### src/rtl/alu_sequencer_if.sv
// Request, response and ALU-side signal bundle for alu_sequencer.
// slave = sequencer view, master = decoder/ALU environment view.
`ifndef REG_WIDTH
`define REG_WIDTH 8
`endif
`ifndef OPP_WIDTH
`define OPP_WIDTH 4
`endif
`ifndef SUM
`define SUM 4'b0001
`endif
`ifndef AND
`define AND 4'b0010
`endif
`ifndef OR
`define OR 4'b0100
`endif
`ifndef XOR
`define XOR 4'b1000
`endif

interface alu_sequencer_if;
  logic                  req_valid;
  logic                  req_ready;
  logic [3:0]            req_op;
  logic [`REG_WIDTH-1:0] req_a;
  logic [`REG_WIDTH-1:0] req_b;
  logic                  req_c;
  logic                  req_d;
  logic [`OPP_WIDTH-1:0] alu_func;
  logic [`REG_WIDTH-1:0] alu_a;
  logic [`REG_WIDTH-1:0] alu_b;
  logic                  alu_carry_in;
  logic [`REG_WIDTH-1:0] alu_add;
  logic                  alu_carry_out;
  logic                  rsp_valid;
  logic                  rsp_ready;
  logic [`REG_WIDTH-1:0] rsp_result;
  logic                  rsp_n;
  logic                  rsp_z;
  logic                  rsp_c;
  logic                  rsp_v;
  logic                  rsp_err;

  modport slave (
    input  req_valid, req_op, req_a, req_b, req_c, req_d,
           alu_add, alu_carry_out, rsp_ready,
    output req_ready, alu_func, alu_a, alu_b, alu_carry_in,
           rsp_valid, rsp_result, rsp_n, rsp_z, rsp_c, rsp_v, rsp_err
  );

  modport master (
    output req_valid, req_op, req_a, req_b, req_c, req_d,
           alu_add, alu_carry_out, rsp_ready,
    input  req_ready, alu_func, alu_a, alu_b, alu_carry_in,
           rsp_valid, rsp_result, rsp_n, rsp_z, rsp_c, rsp_v, rsp_err
  );
endinterface

### src/rtl/alu_sequencer.sv
// Translates 6502 ops into one-hot ALU commands, waits ALU_LATENCY cycles, returns N/Z/C/V.
// Optional DECIMAL_MODE_EN adds a FIX state applying BCD correction to ADC/SBC with req_d=1.
`ifndef REG_WIDTH
`define REG_WIDTH 8
`endif
`ifndef OPP_WIDTH
`define OPP_WIDTH 4
`endif
`ifndef SUM
`define SUM 4'b0001
`endif
`ifndef AND
`define AND 4'b0010
`endif
`ifndef OR
`define OR 4'b0100
`endif
`ifndef XOR
`define XOR 4'b1000
`endif

module alu_sequencer #(
  parameter int unsigned ALU_LATENCY = 1
) (
  input logic            phi1,
  input logic            reset_n,
  alu_sequencer_if.slave bus
);
  localparam int unsigned CW = $clog2(ALU_LATENCY + 1);

`ifdef DECIMAL_MODE_EN
  typedef enum logic [1:0] {S_IDLE, S_EXEC, S_FIX, S_RESP} state_e;
`else
  typedef enum logic [1:0] {S_IDLE, S_EXEC, S_RESP} state_e;
`endif
  typedef enum logic [3:0] {
    OP_ADC = 4'd0, OP_SBC, OP_AND, OP_ORA, OP_EOR, OP_ASL, OP_CMP, OP_INC, OP_DEC
  } op_e;

  state_e                state_q, state_d;
  logic [CW-1:0]         cnt_q, cnt_d;
  logic [3:0]            op_q, op_d;
  logic [`REG_WIDTH-1:0] a_q, a_d, b_q, b_d;
  logic                  c_q, c_d;
  logic                  rsp_valid_q, rsp_valid_d;
  logic [`REG_WIDTH-1:0] rsp_result_q, rsp_result_d;
  logic                  rsp_n_q, rsp_n_d, rsp_z_q, rsp_z_d, rsp_c_q, rsp_c_d;
  logic                  rsp_v_q, rsp_v_d, rsp_err_q, rsp_err_d;
`ifdef DECIMAL_MODE_EN
  logic                  dec_q, dec_d;
  logic [5:0]            lo, hi;
  logic [`REG_WIDTH-1:0] fixed;
`else
  logic                  unused_req_d;
  assign unused_req_d = bus.req_d;
`endif

  logic [`OPP_WIDTH-1:0] alu_f;
  logic [`REG_WIDTH-1:0] alu_x, alu_y;
  logic                  alu_ci;
  logic                  exec, legal, carry_op, arith;

  always_comb begin
    alu_f  = '0;
    alu_x  = a_q;
    alu_y  = b_q;
    alu_ci = 1'b0;
    case (op_q)
      OP_ADC: begin alu_f = `SUM; alu_ci = c_q; end
      OP_SBC: begin alu_f = `SUM; alu_y = ~b_q; alu_ci = c_q; end
      OP_AND: alu_f = `AND;
      OP_ORA: alu_f = `OR;
      OP_EOR: alu_f = `XOR;
      OP_ASL: begin alu_f = `SUM; alu_y = a_q; end
      OP_CMP: begin alu_f = `SUM; alu_y = ~b_q; alu_ci = 1'b1; end
      OP_INC: begin alu_f = `SUM; alu_y = '0; alu_ci = 1'b1; end
      OP_DEC: begin alu_f = `SUM; alu_y = '1; end
      default: begin alu_x = '0; alu_y = '0; end
    endcase
  end

  assign exec     = (state_q == S_EXEC);
  assign legal    = (op_q <= OP_DEC);
  assign arith    = (op_q == OP_ADC) || (op_q == OP_SBC);
  assign carry_op = arith || (op_q == OP_ASL) || (op_q == OP_CMP);

  assign bus.req_ready    = (state_q == S_IDLE);
  assign bus.alu_func     = exec ? alu_f : '0;
  assign bus.alu_a        = exec ? alu_x : '0;
  assign bus.alu_b        = exec ? alu_y : '0;
  assign bus.alu_carry_in = exec & alu_ci;
  assign bus.rsp_valid    = rsp_valid_q;
  assign bus.rsp_result   = rsp_result_q;
  assign bus.rsp_n        = rsp_n_q;
  assign bus.rsp_z        = rsp_z_q;
  assign bus.rsp_c        = rsp_c_q;
  assign bus.rsp_v        = rsp_v_q;
  assign bus.rsp_err      = rsp_err_q;

  always_comb begin
    state_d      = state_q;
    cnt_d        = cnt_q;
    op_d         = op_q;
    a_d          = a_q;
    b_d          = b_q;
    c_d          = c_q;
    rsp_valid_d  = rsp_valid_q;
    rsp_result_d = rsp_result_q;
    rsp_n_d      = rsp_n_q;
    rsp_z_d      = rsp_z_q;
    rsp_c_d      = rsp_c_q;
    rsp_v_d      = rsp_v_q;
    rsp_err_d    = rsp_err_q;
`ifdef DECIMAL_MODE_EN
    dec_d = dec_q;
    lo    = '0;
    hi    = '0;
    fixed = '0;
`endif
    case (state_q)
      S_IDLE: if (bus.req_valid) begin
        op_d    = bus.req_op;
        a_d     = bus.req_a;
        b_d     = bus.req_b;
        c_d     = bus.req_c;
`ifdef DECIMAL_MODE_EN
        dec_d   = bus.req_d;
`endif
        cnt_d   = CW'(ALU_LATENCY - 1);
        state_d = S_EXEC;
      end
      S_EXEC: if (cnt_q != '0) begin
        cnt_d = cnt_q - 1'b1;
      end else begin
        rsp_valid_d = 1'b1;
        state_d     = S_RESP;
        if (legal) begin
          rsp_result_d = bus.alu_add;
          rsp_c_d      = carry_op ? bus.alu_carry_out : c_q;
          rsp_v_d      = arith && (alu_x[7] == alu_y[7]) && (bus.alu_add[7] != alu_x[7]);
          rsp_err_d    = 1'b0;
        end else begin
          rsp_result_d = a_q;
          rsp_c_d      = c_q;
          rsp_v_d      = 1'b0;
          rsp_err_d    = 1'b1;
        end
        rsp_n_d = rsp_result_d[7];
        rsp_z_d = (rsp_result_d == '0);
`ifdef DECIMAL_MODE_EN
        if (dec_q && arith) begin
          state_d     = S_FIX;
          rsp_valid_d = 1'b0;
        end
`endif
      end
`ifdef DECIMAL_MODE_EN
      // ADC is rebuilt nibble-wise from the operands; SBC corrects the latched binary result.
      S_FIX: begin
        if (op_q == OP_ADC) begin
          lo = {2'b0, a_q[3:0]} + {2'b0, b_q[3:0]} + {5'b0, c_q};
          if (lo > 6'd9) lo = lo + 6'd6;
          hi = {2'b0, a_q[7:4]} + {2'b0, b_q[7:4]} + {5'b0, (lo > 6'd15)};
          if (hi > 6'd9) hi = hi + 6'd6;
          fixed   = {hi[3:0], lo[3:0]};
          rsp_c_d = (hi > 6'd15);
        end else begin
          fixed = rsp_result_q;
          if ({1'b0, a_q[3:0]} < ({1'b0, b_q[3:0]} + {4'b0, ~c_q})) fixed = fixed - 8'h06;
          if (!rsp_c_q) fixed = fixed - 8'h60;
        end
        rsp_result_d = fixed;
        rsp_n_d      = fixed[7];
        rsp_z_d      = (fixed == '0);
        rsp_valid_d  = 1'b1;
        state_d      = S_RESP;
      end
`endif
      S_RESP: if (bus.rsp_ready) begin
        rsp_valid_d = 1'b0;
        state_d     = S_IDLE;
      end
      default: state_d = S_IDLE;
    endcase
  end

  always_ff @(posedge phi1 or negedge reset_n) begin
    if (!reset_n) begin
      state_q      <= S_IDLE;
      cnt_q        <= '0;
      op_q         <= '0;
      a_q          <= '0;
      b_q          <= '0;
      c_q          <= 1'b0;
      rsp_valid_q  <= 1'b0;
      rsp_result_q <= '0;
      rsp_n_q      <= 1'b0;
      rsp_z_q      <= 1'b0;
      rsp_c_q      <= 1'b0;
      rsp_v_q      <= 1'b0;
      rsp_err_q    <= 1'b0;
`ifdef DECIMAL_MODE_EN
      dec_q        <= 1'b0;
`endif
    end else begin
      state_q      <= state_d;
      cnt_q        <= cnt_d;
      op_q         <= op_d;
      a_q          <= a_d;
      b_q          <= b_d;
      c_q          <= c_d;
      rsp_valid_q  <= rsp_valid_d;
      rsp_result_q <= rsp_result_d;
      rsp_n_q      <= rsp_n_d;
      rsp_z_q      <= rsp_z_d;
      rsp_c_q      <= rsp_c_d;
      rsp_v_q      <= rsp_v_d;
      rsp_err_q    <= rsp_err_d;
`ifdef DECIMAL_MODE_EN
      dec_q        <= dec_d;
`endif
    end
  end
endmodule

### src/flat_wrapper.sv
// flat-port wrapper written by rule: the top's interface ports become plain ports
module alu_sequencer_flat 
#(
  parameter int unsigned ALU_LATENCY = 1
)
  (phi1, reset_n, bus_req_valid, bus_req_op, bus_req_a, bus_req_b, bus_req_c, bus_req_d, bus_alu_add, bus_alu_carry_out, bus_rsp_ready, bus_req_ready, bus_alu_func, bus_alu_a, bus_alu_b, bus_alu_carry_in, bus_rsp_valid, bus_rsp_result, bus_rsp_n, bus_rsp_z, bus_rsp_c, bus_rsp_v, bus_rsp_err);
  alu_sequencer_if bus_i ();
  input logic phi1;
  input logic reset_n;
  input wire logic [$bits(bus_i.req_valid)-1:0] bus_req_valid;
  input wire logic [$bits(bus_i.req_op)-1:0] bus_req_op;
  input wire logic [$bits(bus_i.req_a)-1:0] bus_req_a;
  input wire logic [$bits(bus_i.req_b)-1:0] bus_req_b;
  input wire logic [$bits(bus_i.req_c)-1:0] bus_req_c;
  input wire logic [$bits(bus_i.req_d)-1:0] bus_req_d;
  input wire logic [$bits(bus_i.alu_add)-1:0] bus_alu_add;
  input wire logic [$bits(bus_i.alu_carry_out)-1:0] bus_alu_carry_out;
  input wire logic [$bits(bus_i.rsp_ready)-1:0] bus_rsp_ready;
  output wire logic [$bits(bus_i.req_ready)-1:0] bus_req_ready;
  output wire logic [$bits(bus_i.alu_func)-1:0] bus_alu_func;
  output wire logic [$bits(bus_i.alu_a)-1:0] bus_alu_a;
  output wire logic [$bits(bus_i.alu_b)-1:0] bus_alu_b;
  output wire logic [$bits(bus_i.alu_carry_in)-1:0] bus_alu_carry_in;
  output wire logic [$bits(bus_i.rsp_valid)-1:0] bus_rsp_valid;
  output wire logic [$bits(bus_i.rsp_result)-1:0] bus_rsp_result;
  output wire logic [$bits(bus_i.rsp_n)-1:0] bus_rsp_n;
  output wire logic [$bits(bus_i.rsp_z)-1:0] bus_rsp_z;
  output wire logic [$bits(bus_i.rsp_c)-1:0] bus_rsp_c;
  output wire logic [$bits(bus_i.rsp_v)-1:0] bus_rsp_v;
  output wire logic [$bits(bus_i.rsp_err)-1:0] bus_rsp_err;
  assign bus_i.req_valid = bus_req_valid;
  assign bus_i.req_op = bus_req_op;
  assign bus_i.req_a = bus_req_a;
  assign bus_i.req_b = bus_req_b;
  assign bus_i.req_c = bus_req_c;
  assign bus_i.req_d = bus_req_d;
  assign bus_i.alu_add = bus_alu_add;
  assign bus_i.alu_carry_out = bus_alu_carry_out;
  assign bus_i.rsp_ready = bus_rsp_ready;
  assign bus_req_ready = bus_i.req_ready;
  assign bus_alu_func = bus_i.alu_func;
  assign bus_alu_a = bus_i.alu_a;
  assign bus_alu_b = bus_i.alu_b;
  assign bus_alu_carry_in = bus_i.alu_carry_in;
  assign bus_rsp_valid = bus_i.rsp_valid;
  assign bus_rsp_result = bus_i.rsp_result;
  assign bus_rsp_n = bus_i.rsp_n;
  assign bus_rsp_z = bus_i.rsp_z;
  assign bus_rsp_c = bus_i.rsp_c;
  assign bus_rsp_v = bus_i.rsp_v;
  assign bus_rsp_err = bus_i.rsp_err;
  alu_sequencer #(.ALU_LATENCY(ALU_LATENCY)) u_core (.phi1(phi1), .reset_n(reset_n), .bus(bus_i));
endmodule
### config.mk
export PLATFORM = sky130hd
export DESIGN_NAME = alu_sequencer_flat
export DESIGN_NICKNAME = d
export VERILOG_FILES = /design/src/rtl/alu_sequencer_if.sv /design/src/rtl/alu_sequencer.sv /design/src/flat_wrapper.sv
export SDC_FILE = /design/constraint.sdc
export NUM_CORES = 1
export LEC_CHECK = 0
export BUFFER_PORTS_ARGS = -buffer_cell sky130_fd_sc_hd__buf_2
export CAP_MARGIN = 20
export CORE_MARGIN = 2
export CORE_UTILIZATION = 45
export DETAILED_ROUTE_END_ITERATION = 8
export PLACE_DENSITY = 0.75
export SLEW_MARGIN = 10
export SYNTH_ARGS = -nofsm -noshare
export SYNTH_HDL_FRONTEND = slang
export SYNTH_SLANG_ARGS = --single-unit
### constraint.sdc
create_clock -name phi1 -period 1.67 [get_ports phi1]
set_clock_uncertainty 0.2 [all_clocks]
set_input_delay 0.0835 -clock phi1 [delete_from_list [all_inputs] [get_ports phi1]]
set_output_delay 0.0835 -clock phi1 [all_outputs]
set_load 0.02 [all_outputs]
# Yosys cells after proc, flatten, opt, wreduce, memory -nomap -nowiden
# Index checks and enable logic that the tools add are counted.
# op_classes
addsub,1
mul,0
div_mod_pow,0
order_cmp,1
eq_ne,15
n_shift,0
n_mux,24
bitwise,3
reduce_logical,21
# ops
operator,count
$mux 8,6
$pmux 8 s4,1
$eq 4x3->1 const B,4
$pmux 4 s4,1
$reduce_or 9->1,1
$eq 4x2->1 const B,2
$logic_not 8->1,1
$mux 1,8
$not 8->8,1
$mux 2,3
$ne 2x2->1 const B,3
$pmux 1 s2,3
$pmux 2 s3,1
$reduce_and 2->1,3
$reduce_and 3->1,2
$reduce_or 2->1,3
$reduce_or 6->1,1
$eq 4x1->1 const B,1
$eq 4x4->1 const B,1
$le 4x4->1 const B,1
$logic_not 4->1,1
$mux 4,1
$reduce_bool 2->1,2
$reduce_or 4->1,1
other kinds (10),13
# word_totals
regBits,38
latchBits,0
mem_bits_rw,0
rom_bits,0
input_bits,35
out_inout_bits,36
elab_cells,78
n_memories,0

# Logic depth before layout (Yosys ltp)
# depth
word_depth,7
ltp_mapped,6
ltp_nobuf,4

# Least setup slack after synthesis
# OpenSTA, ideal clock, no wires.
# synth_path
kind,register to register
from,reg u_core.state_q[1]
to,reg u_core.a_q[0]
setup_time_ns,0.125
t_arrival_ns,1.589
required_ns,1.345
slack_ns,-0.244
path_stages_with_launch,6
n_path_buf,2
period_less_slack_ns,1.914
path_cell_list,dfrtp_1 > nor2_1 > and2_1 > buf_2 > buf_2 > mux2_2
# synth_via
elab_chain_len,2
# synth_rtl
item,line,text
"start, declared",alu_sequencer.sv:40,"state_e state_q, state_d;"
"start signal, assigned",alu_sequencer.sv:206,state_q <= state_d;
$logic_not 2->1,-,
net bus_req_ready,flat_wrapper.sv:19,output wire logic [$bits(bus_i.req_ready)-1:0] bus_req_ready;
$reduce_and 2->1 (no source line),-,
"end signal, assigned",alu_sequencer.sv:192,a_q <= '0;
"end signal, assigned",alu_sequencer.sv:209,a_q <= a_d;
"end, declared",alu_sequencer.sv:43,"logic [`REG_WIDTH-1:0] a_q, a_d, b_q, b_d;"
# The timed path passes the listed nets, and every way through them passes these cells.
# A chain may end at the register's enable or synchronous reset.

# Final worst setup path
# layout_path
from,reg u_core.op_q[2]
to,out bus_alu_b[2]
# layout_via
elab_chain_len,4
elab_cells_between_ends,12
cone_classes,7 x eq/ne; 2 x mux; 3 x reduce/logical
# layout_rtl
item,line,text
"start, declared",alu_sequencer.sv:42,"logic [3:0] op_q, op_d;"
"start signal, assigned",alu_sequencer.sv:208,op_q <= op_d;
"$eq 4x2->1, or another cell as far along",alu_sequencer.sv:68,case (op_q)
$reduce_or 4->1 (no source line) / $reduce_or 2->1 (equally long branches),-,
$pmux 8 s4 (*),alu_sequencer.sv:68,
$mux 8 (*),alu_sequencer.sv:90,assign bus.alu_b = exec ? alu_y : '0;
"end, declared",flat_wrapper.sv:22,output wire logic [$bits(bus_i.alu_b)-1:0] bus_alu_b;
# Every way passes the cells marked *; elsewhere a longest branch is shown, timed or not.

==> flow_metrics.tcl <==
set metrics [dict create \
    fin_nets 386 \
    swShare_pct 44.1 \
    period_minus_slack_ps 2110 \
    grt_max_degree 37 \
    synth_fa_ha_area_share_pct 0 \
    path_max_fanout 8 \
    crit_path_end_kind "primary output" \
    finalCritPeriodShare_pct 126 \
    grt_util_all_layers_pct 24.9 \
    ys_ff_latch 36 \
    syn_inst 223 \
    yosys-top-cells-area "dfrtp_1 (43%), mux2_2 (10%), nand2b_1 (5.6%)" \
    ant_nets 0 \
    synth_top_area_share_pct 42.5 \
    worst-setup-path-type "reg2out" \
    drc 0 \
    synth_xor_area_share_pct 0.413 \
    synth.most_common_cell "dfrtp_1" \
    synth_area_per_cell_um2 9.50 \
    drive_gt1_share_pct 49.7 \
    synth-edff-count 0 \
    ys.flop_type "dfrtp_1" \
    rows 24 \
    synth_top_area_cell "dfrtp_1" \
    post_layout_nonfiller_instances 404 \
    power_w 0.00740 \
    hp-class "in2async" \
    area_growth_pct 73.3 \
    ys_seq_area_share_pct 42.5 \
    synth_common_cells "dfrtp_1 (36), mux2_2 (19), nand2b_1 (19)" \
    fmax_mhz 473 \
    p_int_w 0.00414 \
    synthArstFlopShare_pct 100 \
    fin_ws_ps -442 \
    synthesis.area_mm2 0.00212 \
    fin_tns_setup_ps -7740 \
    dpl-instance-area_mm2 0.00277 \
    synth-simple-area-share_pct 22.5 \
    drtPass1Iterations 5 \
    num_antenna_cells 0 \
    leakage_nw 1.73 \
    rsz0062_at_grt "true" \
    place_congestion 0.884 \
    fin_area_mm2 0.00367 \
    startpoint_type "flip-flop" \
    ios 71 \
    finalHoldViolations 0 \
    die_y_um 72.6 \
    syn_nets 258 \
    drv_cap 0 \
    cts_tree "yes" \
    pwr-share-comb_pct 65.3 \
    chipWidth_um 72.6 \
    fill_cells 246 \
    vias 2333 \
    violations "negative setup slack" \
    cts-htree-levels 2 \
    drtIter0Drc 187 \
    routed_wirelength_um 7650 \
    ys_types 36 \
    portBuffers 69 \
    first_global_vias 2155 \
    synth_top_family_by_area "simple AND/OR/NAND/NOR gates" \
    cts_buffer_depth 2 \
    synth_warnings 0 \
    cts.sinks 36 \
    dp_hpwl_um 4020 \
    worstPathArrival_ps 1830 \
    max-vdd-ir-drop_uv 1100 \
    clk_pin_slew_ps 70 \
    design.core.area_mm2 0.00444 \
    dpl.cell_count 348 \
    max_slew_margin_pct 64.6 \
    root_buffer "clkbuf_8" \
    fin_util_pct 82.7 \
    setup_viol 41 \
    synth_compound_area_share_pct 15.2 \
    cts_buffers 5 \
    grt_pass1_wl_um 10100 \
    p_seq_share_pct 24.2 \
    die-area_mm2 0.00528 \
    start_util_pct 47.7 \
    clock_power_share_pct 10.5 \
    antenna_found_initial 0 \
    clk_latency_ps 300 \
    grt_overflow 0 \
    viasPerCell 5.77 \
    worst_pin_slew_ps 529 \
    worst_ep_required_time_ps 1390 \
    power.switching_w 0.00326 \
    power_density_mw_per_mm2 2010 \
    routedWlPerCell_um 18.9 \
    report.final.slew_viol_count 0 \
    status "finished, violations left" \
    synth_mux_area_share_pct 13.9 \
]
-- power by group through the flow --
stage | Combinational (W) | Clock (W) | Sequential [W]
5_1_grt | 0.00513 | 0.000814 | 0.00184
3_5_place_dp | 0.00354 | 0 | 0.00173
2_1_floorplan | 0.00247 | 0 | 0.00176
4_1_cts | 0.00392 | 0.000786 | 0.00174
3_3_place_gp | 0.00345 | 0 | 0.00171
6_report | 0.00483 | 0.000776 | 0.00179
-- final cells by class --
| class | count | area (um2) | area share (%) |
|---|---|---|---|
| inverters | 3 | 11.3 | 0.307 |
| clock inverters | 2 | 35.0 | 0.954 |
| clock buffers | 6 | 72.6 | 1.98 |
| well taps | 52 | 65.1 | 1.77 |
| repair buffers | 143 | 1160 | 31.7 |
| flip-flops and latches | 36 | 907 | 24.7 |
| multi-input cells | 162 | 1420 | 38.6 |
-- critical path: stages, from the launching register on --
cell and delay, ps:
dfrtp_2 470, buf_4 180, nand2b_1 180, a311o_1 370
nand3_2 120, a21oi_4 60, buf_6 150
-- worst paths after layout --
kind                            slack, ps  cells past startpoint               start                       end
worst min-delay path                  160                      3             reset_n             u_core.a_q[1]
max in group asynchronous             750                      3             reset_n            u_core.op_q[1]
worst min register to register        280                      2  u_core.bus.rsp_err        u_core.bus.rsp_err
min in group phi1                     160                      4       bus_req_valid         u_core.state_q[0]
worst max-delay path                 -440                      6      u_core.op_q[2]              bus_alu_b[2]
worst max register to register       -350                      7      u_core.op_q[1]  u_core.bus.rsp_result[6]
-- stage by stage --
| step | worst slack, ps | hold slack, ps |
|---|---|---|
| 3_3_place_gp | -99.4 | -47.1 |
| 2_1_floorplan | -60.4 | -412 |
| 3_5_place_dp | -130 | -37.3 |
| 4_1_cts | -365 | 53.3 |
| 6_report | -442 | 156 |
| 5_1_grt | -470 | 167 |
-- per-layer routing --
| metal | global-route usage [%] | vias up | part of all wire (%) |
|---|---|---|---|
| li1 | - | 1060 | - |
| met1 | 31.4 | 1150 | 41 |
| met2 | 41.7 | 103 | 51 |
| met3 | 4.56 | 20 | 4.9 |
| met4 | 11.1 | 0 | 3.0 |
| met5 | 0 | - | 0 |
-- cells in the final DEF, fill, tap and decap left out, types with 2 or more instances in the layout --
cell type	instances
a31oi_1	3
buf_12	4
a21oi_1	3
a311o_1	7
clkbuf_8	5
inv_1	3
nor2_1	5
buf_2	48
o211ai_1	7
clkbuf_16	2
dfrtp_2	5
a21oi_2	3
dlygate4sd3_1	32
buf_6	12
mux2i_1	8
nand2b_4	3
nand2_1	15
nand3_2	7
nand3_1	2
nor2b_1	8
a21oi_4	7
dfrtp_1	31
or4_1	3
nor2b_2	2
and3_1	8
mux2_4	19
o21ai_1	2
o21ai_0	11
nand2b_1	16
buf_4	45
nor4_1	2
-- logic make-up (layout without fill, tap and decap cells) --
| logic type | after synthesis | in the layout |
|---|---|---|
| buffers and inverters | 25 | 154 |
| and+or+nand+nor | 85 | 85 |
| xor gates and xnor gates | 1 | 1 |
| DFF | 36 | 36 |
| AOI/OAI and AO/OA | 49 | 49 |
| muxes | 27 | 27 |
-- registers in the layout, indices dropped and copies added (netlist names) --
name                   flops
u_core.a_q                 8
u_core.b_q                 8
u_core.bus.rsp_c           1
u_core.bus.rsp_err         1
u_core.bus.rsp_n           1
u_core.bus.rsp_result      7
u_core.bus.rsp_v           1
u_core.bus.rsp_valid       1
u_core.bus.rsp_z           1
u_core.c_q                 1
u_core.op_q                4
u_core.state_q             2
-- timing repair --
action                                  in CTS  in global routing
gates cloned                                 0                  3
pin swaps                                    1                  8
resized for setup                           42                 45
endpoints found under the hold margin       69                  0
endpoints found under the setup margin      31                 50
buffers inserted                             1                 12
hold buffers                                32                  0
Power figures use the tool's default switching activity.
